**src/rtl/fpu_operand_feeder.sv**
```systemverilog
// rtl/fpu_operand_feeder.sv - byte-stream operand assembler and result capture stage for the fpu adder
// Optional macro FEEDER_OVERRUN_EN adds the sticky overrun_out flag for bytes dropped during HOLD/PRESENT.
module fpu_operand_feeder #(
    parameter int HOLD_CYCLES    = 10,
    parameter bit BYTE_MSB_FIRST = 1'b1
) (
    input  logic        clock100KHz,
    input  logic        reset,
    input  logic [7:0]  byte_in,
    input  logic        byte_valid,
    output logic        byte_ready,
    output logic [31:0] op_A_out,
    output logic [31:0] op_B_out,
    input  logic [31:0] fpu_data_in,
    input  logic [3:0]  fpu_status_in,
    output logic [31:0] result_out,
    output logic [3:0]  status_out,
    output logic        result_valid,
    input  logic        result_ready,
    output logic        busy
`ifdef FEEDER_OVERRUN_EN
    ,
    output logic        overrun_out
`endif
);

    typedef enum logic [1:0] {
        S_LOAD_A  = 2'd0,
        S_LOAD_B  = 2'd1,
        S_HOLD    = 2'd2,
        S_PRESENT = 2'd3
    } state_t;

    localparam logic [7:0] HOLD_LAST = 8'(HOLD_CYCLES - 1);

    state_t      r_state;
    state_t      w_next;
    logic [1:0]  r_byte_cnt;
    logic [7:0]  r_hold_cnt;
    logic [31:0] r_shadow_a;
    logic [31:0] r_shadow_b;
    logic [31:0] r_op_a;
    logic [31:0] r_op_b;
    logic [31:0] r_result;
    logic [3:0]  r_status;
    logic        r_result_valid;
    logic        w_byte_ready;
    logic        w_busy;
    logic        w_xfer;
    logic        w_last_byte;
    logic        w_hold_done;
    logic [31:0] w_a_next;
    logic [31:0] w_b_next;

    // Places byte number idx (0 = first received) into its lane of the operand.
    function automatic logic [31:0] place_byte(input logic [31:0] cur, input logic [1:0] idx,
                                               input logic [7:0] b);
        logic [31:0] r;
        logic [1:0]  slot;
        r    = cur;
        slot = BYTE_MSB_FIRST ? ~idx : idx;
        case (slot)
            2'd0:    r[7:0]   = b;
            2'd1:    r[15:8]  = b;
            2'd2:    r[23:16] = b;
            default: r[31:24] = b;
        endcase
        return r;
    endfunction

    assign w_xfer      = byte_valid && w_byte_ready;
    assign w_last_byte = w_xfer && (r_byte_cnt == 2'd3);
    assign w_hold_done = (r_state == S_HOLD) && (r_hold_cnt == HOLD_LAST);
    assign w_a_next    = place_byte(r_shadow_a, r_byte_cnt, byte_in);
    assign w_b_next    = place_byte(r_shadow_b, r_byte_cnt, byte_in);

    always_comb begin
        w_next       = r_state;
        w_byte_ready = 1'b0;
        w_busy       = 1'b0;
        case (r_state)
            S_LOAD_A: begin
                w_byte_ready = 1'b1;
                if (w_last_byte) w_next = S_LOAD_B;
            end
            S_LOAD_B: begin
                w_byte_ready = 1'b1;
                if (w_last_byte) w_next = S_HOLD;
            end
            S_HOLD: begin
                w_busy = 1'b1;
                if (w_hold_done) w_next = S_PRESENT;
            end
            S_PRESENT: begin
                w_busy = 1'b1;
                if (result_ready) w_next = S_LOAD_A;
            end
            default: w_next = S_LOAD_A;
        endcase
    end

    always_ff @(posedge clock100KHz or negedge reset) begin
        if (!reset) begin
            r_state        <= S_LOAD_A;
            r_byte_cnt     <= 2'd0;
            r_hold_cnt     <= 8'd0;
            r_shadow_a     <= 32'd0;
            r_shadow_b     <= 32'd0;
            r_op_a         <= 32'd0;
            r_op_b         <= 32'd0;
            r_result       <= 32'd0;
            r_status       <= 4'd0;
            r_result_valid <= 1'b0;
        end else begin
            r_state <= w_next;
            // The 2-bit counter wraps to 0 on the 4th transfer, ready for the next operand.
            if (w_xfer) r_byte_cnt <= r_byte_cnt + 2'd1;
            if (w_xfer && r_state == S_LOAD_A) r_shadow_a <= w_a_next;
            if (w_xfer && r_state == S_LOAD_B) r_shadow_b <= w_b_next;
            // Both operands are published together so the fpu never sees a partial load.
            if (w_last_byte && r_state == S_LOAD_B) begin
                r_op_a     <= r_shadow_a;
                r_op_b     <= w_b_next;
                r_hold_cnt <= 8'd0;
            end
            if (r_state == S_HOLD) begin
                r_hold_cnt <= r_hold_cnt + 8'd1;
                if (w_hold_done) begin
                    r_result       <= fpu_data_in;
                    r_status       <= fpu_status_in;
                    r_result_valid <= 1'b1;
                end
            end
            if (r_state == S_PRESENT && result_ready) r_result_valid <= 1'b0;
        end
    end

`ifdef FEEDER_OVERRUN_EN
    logic r_overrun;

    always_ff @(posedge clock100KHz or negedge reset) begin
        if (!reset) begin
            r_overrun <= 1'b0;
        end else if (byte_valid && !w_byte_ready) begin
            r_overrun <= 1'b1;
        end
    end

    assign overrun_out = r_overrun;
`endif

    assign byte_ready   = w_byte_ready;
    assign busy         = w_busy;
    assign op_A_out     = r_op_a;
    assign op_B_out     = r_op_b;
    assign result_out   = r_result;
    assign status_out   = r_status;
    assign result_valid = r_result_valid;

endmodule

```
**config.mk**
```make
export PLATFORM = sky130hd
export DESIGN_NAME = fpu_operand_feeder
export DESIGN_NICKNAME = d
export VERILOG_FILES = /design/src/rtl/fpu_operand_feeder.sv
export SDC_FILE = /design/constraint.sdc
export NUM_CORES = 1
export LEC_CHECK = 0
export CAP_MARGIN = 30
export CORE_ASPECT_RATIO = 1.5
export CORE_MARGIN = 1.5
export CORE_UTILIZATION = 30
export DETAILED_ROUTE_END_ITERATION = 8
export DONT_BUFFER_PORTS = 1
export MAX_ROUTING_LAYER = met4
export PLACE_DENSITY = 0.43
export RECOVER_POWER = 25
export SLEW_MARGIN = 20
export SYNTH_ARGS = -nofsm -noshare
export SYNTH_HDL_FRONTEND = slang
export SYNTH_SLANG_ARGS = --single-unit
```
**constraint.sdc**
```tcl
create_clock -name clock100KHz -period 2.2 [get_ports clock100KHz]
set_input_delay 0.22 -clock clock100KHz [delete_from_list [all_inputs] [get_ports clock100KHz]]
set_output_delay 0.22 -clock clock100KHz [all_outputs]
set_load 0.1 [all_outputs]
```
==> out/qor.csv <==
stage,metric,value,unit
status,status,"finished, violations left",
logic_synthesis,syn_avg_cell_area,12.4,um^2
timing,slew_viol_final,0,
logic_synthesis,yosysMostFrequentCell,dfrtp_1,
cells_and_area,drive_above_1_share,29.6,%
timing,worst_slew_pin_slew,0.945,ns
cells_and_area,num_antenna_cells,0,
cells_and_area,area_growth,27.2,%
worst_setup_path,worstPathRequired,1.98,ns
logic_synthesis,synth_area_leader_cell,dfrtp_1,
logic_synthesis,synthAdderAreaFrac,1.79,%
cts,cts_tree,done,
placed_design,hpwl,10900,um
routing,wire_per_inst,18.4,um
placed_design,place.port_buffers,0,
worst_setup_path,end_kind,output pin,
worst_setup_path,ff2ff_path_depth,4,
hold_path,min_path_type,in -> async,
logic_synthesis,synth_area,7000,um^2
worst_setup_path,reg2reg_to,r_shadow_a[12]$_DFFE_PN0P_,
placed_design,gp_congestion,0.751,
logic_synthesis,async_flop_share,100,%
logic_synthesis,synthCells,566,
routing,wirelength,17800,um
timing,hold_ws,-0.500,ns
worst_setup_path,cp-start-kind,register,
floorplanning,fp.dieW,128,um
logic_synthesis,synth_compound_area_share,3.39,%
cts,clock_path_buffers,2,
timing,grt_setup_unrepaired,no,
worst_setup_path,r2r_slack,0.33,ns
floorplanning,coreArea,23000,um^2
placed_design,dpl-instance-area,7830,um^2
timing,hold_violations,169,
cts,cts-root-buf,clkbuf_16,
flow_run,drv_cap,0,
floorplanning,dieHeight,190,um
logic_synthesis,ys_ff_latch,169,
cells_and_area,fin_nets,732,
routing,drtPass1Iterations,4,
placed_design,dp.cells,887,
logic_synthesis,synth_ff_type,dfrtp_1,
grt,grt_pass1_wl,27500,um
grt,grt_pass1_vias,4849,
logic_synthesis,synth_simple_gate_area_share,10.9,%
grt,gr-total-overflow,0,
floorplanning,die-area,24300,um^2
cts,h-tree-depth,4,
logic_synthesis,synth_seq_area_share,60.4,%
timing,setup_violations,0,
routing,vias,4519,
cts,clock_sinks,169,
grt,grt_start_max_net_pins,170,
logic_synthesis,synth_xor_area_share,0.125,%
timing,relSlewSlack,37.0,%
grt,grt_use_total,15.5,%
floorplanning,rows,68,
logic_synthesis,synthDistinctLibCells,34,
timing,fin_worst_skew,0.00627,ns
timing,max_freq,0.481,GHz
logic_synthesis,yosys-top-cells-count,"169 x dfrtp_1, 151 x nand2_1, 64 x mux2_2",
floorplanning,initial_core_util,30.5,%
cts,clk_latency,0.42,ns
cells_and_area,layout.cells.non_filler,965,
worst_setup_path,arrival,1.86,ns
cells_and_area,final_area,8910,um^2
routing,vias_per_cell,4.68,
logic_synthesis,syn_nets,624,
timing,fin_crit,2.08,ns
logic_synthesis,synthTopCellsByArea,"dfrtp_1 60%, mux2_2 10%, nand2_1 8.1%",
cts,clk_pin_slew,0.06,ns
status,violations,negative hold slack,
logic_synthesis,yosys-mux-area-fraction,20.7,%
floorplanning,io_pins,151,
routing,ant_nets,0,
grt,grt_antenna_before_repair,0,
worst_setup_path,crit-reg2reg-launch,r_state[0]$_DFFE_PN0P_,
logic_synthesis,synth_warnings,0,
cts,cts_buffers,17,
routing,drt-initial-drc-count,149,
logic_synthesis,synth_top_area_share,60.4,%
routing,drt_drc_violations_left,0,
logic_synthesis,synth_top_family_by_area,multiplexers,
cts,postCtsHoldBufs,47,
worst_setup_path,cp_max_fo,8,
worst_setup_path,criticalPathCategory,reg -> out,
timing,post-route-period-util,94.5,%
logic_synthesis,synth_edf_count,0,
timing,fin_tns_setup,0,ns
registers in the layout (all words and copies together) (netlist names):
register	flops
op_B_out	32
r_shadow_a	32
r_state	2
r_hold_cnt	8
result_valid	1
result_out	32
r_byte_cnt	2
op_A_out	32
r_shadow_b	24
status_out	4
metrics by stage:
step           util, %  worst slack, ns
2_1_floorplan        -            0.234
3_3_place_gp      34.1            0.374
3_5_place_dp      34.1            0.319
4_1_cts           38.7           0.0341
5_1_grt           38.8           0.0133
6_report          38.8            0.120
what timing repair did:
| item | in CTS | in global routing |
|---|---|---|
| setup buffers | 0 | 1 |
| endpoints found under the setup margin | 0 | 2 |
| resized for setup | 0 | 1 |
| endpoints found under the hold margin | 274 | 169 |
kinds of logic after synthesis:
logic type               after synthesis
AO/OA/AOI/OAI                         42
multiplexers                         122
AND/OR/NAND/NOR                      180
flip-flops                           169
XOR/XNOR                               1
buffers and inverters                 42
adder cells (fa/ha/maj)               10
critical path, stage by stage, from the launching register on:
cell and delay, ns:
dfrtp_1 0.40, inv_1 0.10, ha_1 0.32, or2_2 0.37, buf_4 0.25
cell type report:
type	count	area [um^2]
inverters	6	22.5
well taps	280	350
flip-flops and latches	169	4230
multi-input cells	355	2600
clock buffers	22	454
fillers	2188	14100
repair buffers	125	1110
clock inverters	8	146
how the worst max path moves through the flow:
| stage | startpoint | end | slack (ns) | cells after the start |
|---|---|---|---|---|
| 4_1_cts | r_state[0]$_DFFE_PN0P_ | busy | 0.03 | 4 |
| 3_3_place_gp | r_hold_cnt[1]$_DFFE_PN0P_ | result_out[8]$_DFFE_PN0P_ | 0.37 | 7 |
| 3_5_place_dp | r_state[0]$_DFFE_PN0P_ | r_shadow_a[12]$_DFFE_PN0P_ | 0.32 | 4 |
| 5_1_grt | r_state[0]$_DFFE_PN0P_ | byte_ready | 0.01 | 4 |
| 2_1_floorplan | r_state[0]$_DFFE_PN0P_ | r_byte_cnt[1]$_DFFE_PN0N_ | 0.23 | 6 |
| 6_report | r_state[0]$_DFFE_PN0P_ | byte_ready | 0.12 | 4 |
metal layers:
metal / part of all wire, % / track usage [%] / vias up
met3: 5.6 / 4.39 / 20
met1: 40 / 16.9 / 2268
met4: 2.0 / 5.83 / 0
met2: 52 / 26.8 / 124
li1: - / - / 2107
met5: 0 / - / -
cells in the final DEF, fill, tap and decap left out, types with 3 or more instances in the layout:
cell type and instances:
buf_4 74, clkbuf_16 17, nand2_1 151, nand3_1 12
bufinv_16 4, inv_1 6, buf_12 4, ha_1 10
mux2i_1 29, clkbuf_1 4, nand4_1 3, nor2b_1 3
o21ai_0 30, dfrtp_1 169, mux2_4 29, dlygate4sd3_1 47
mux2_2 64
Power is not shown: default switching activity piles up to over one toggle a cycle in this logic, so the estimate is an artifact.
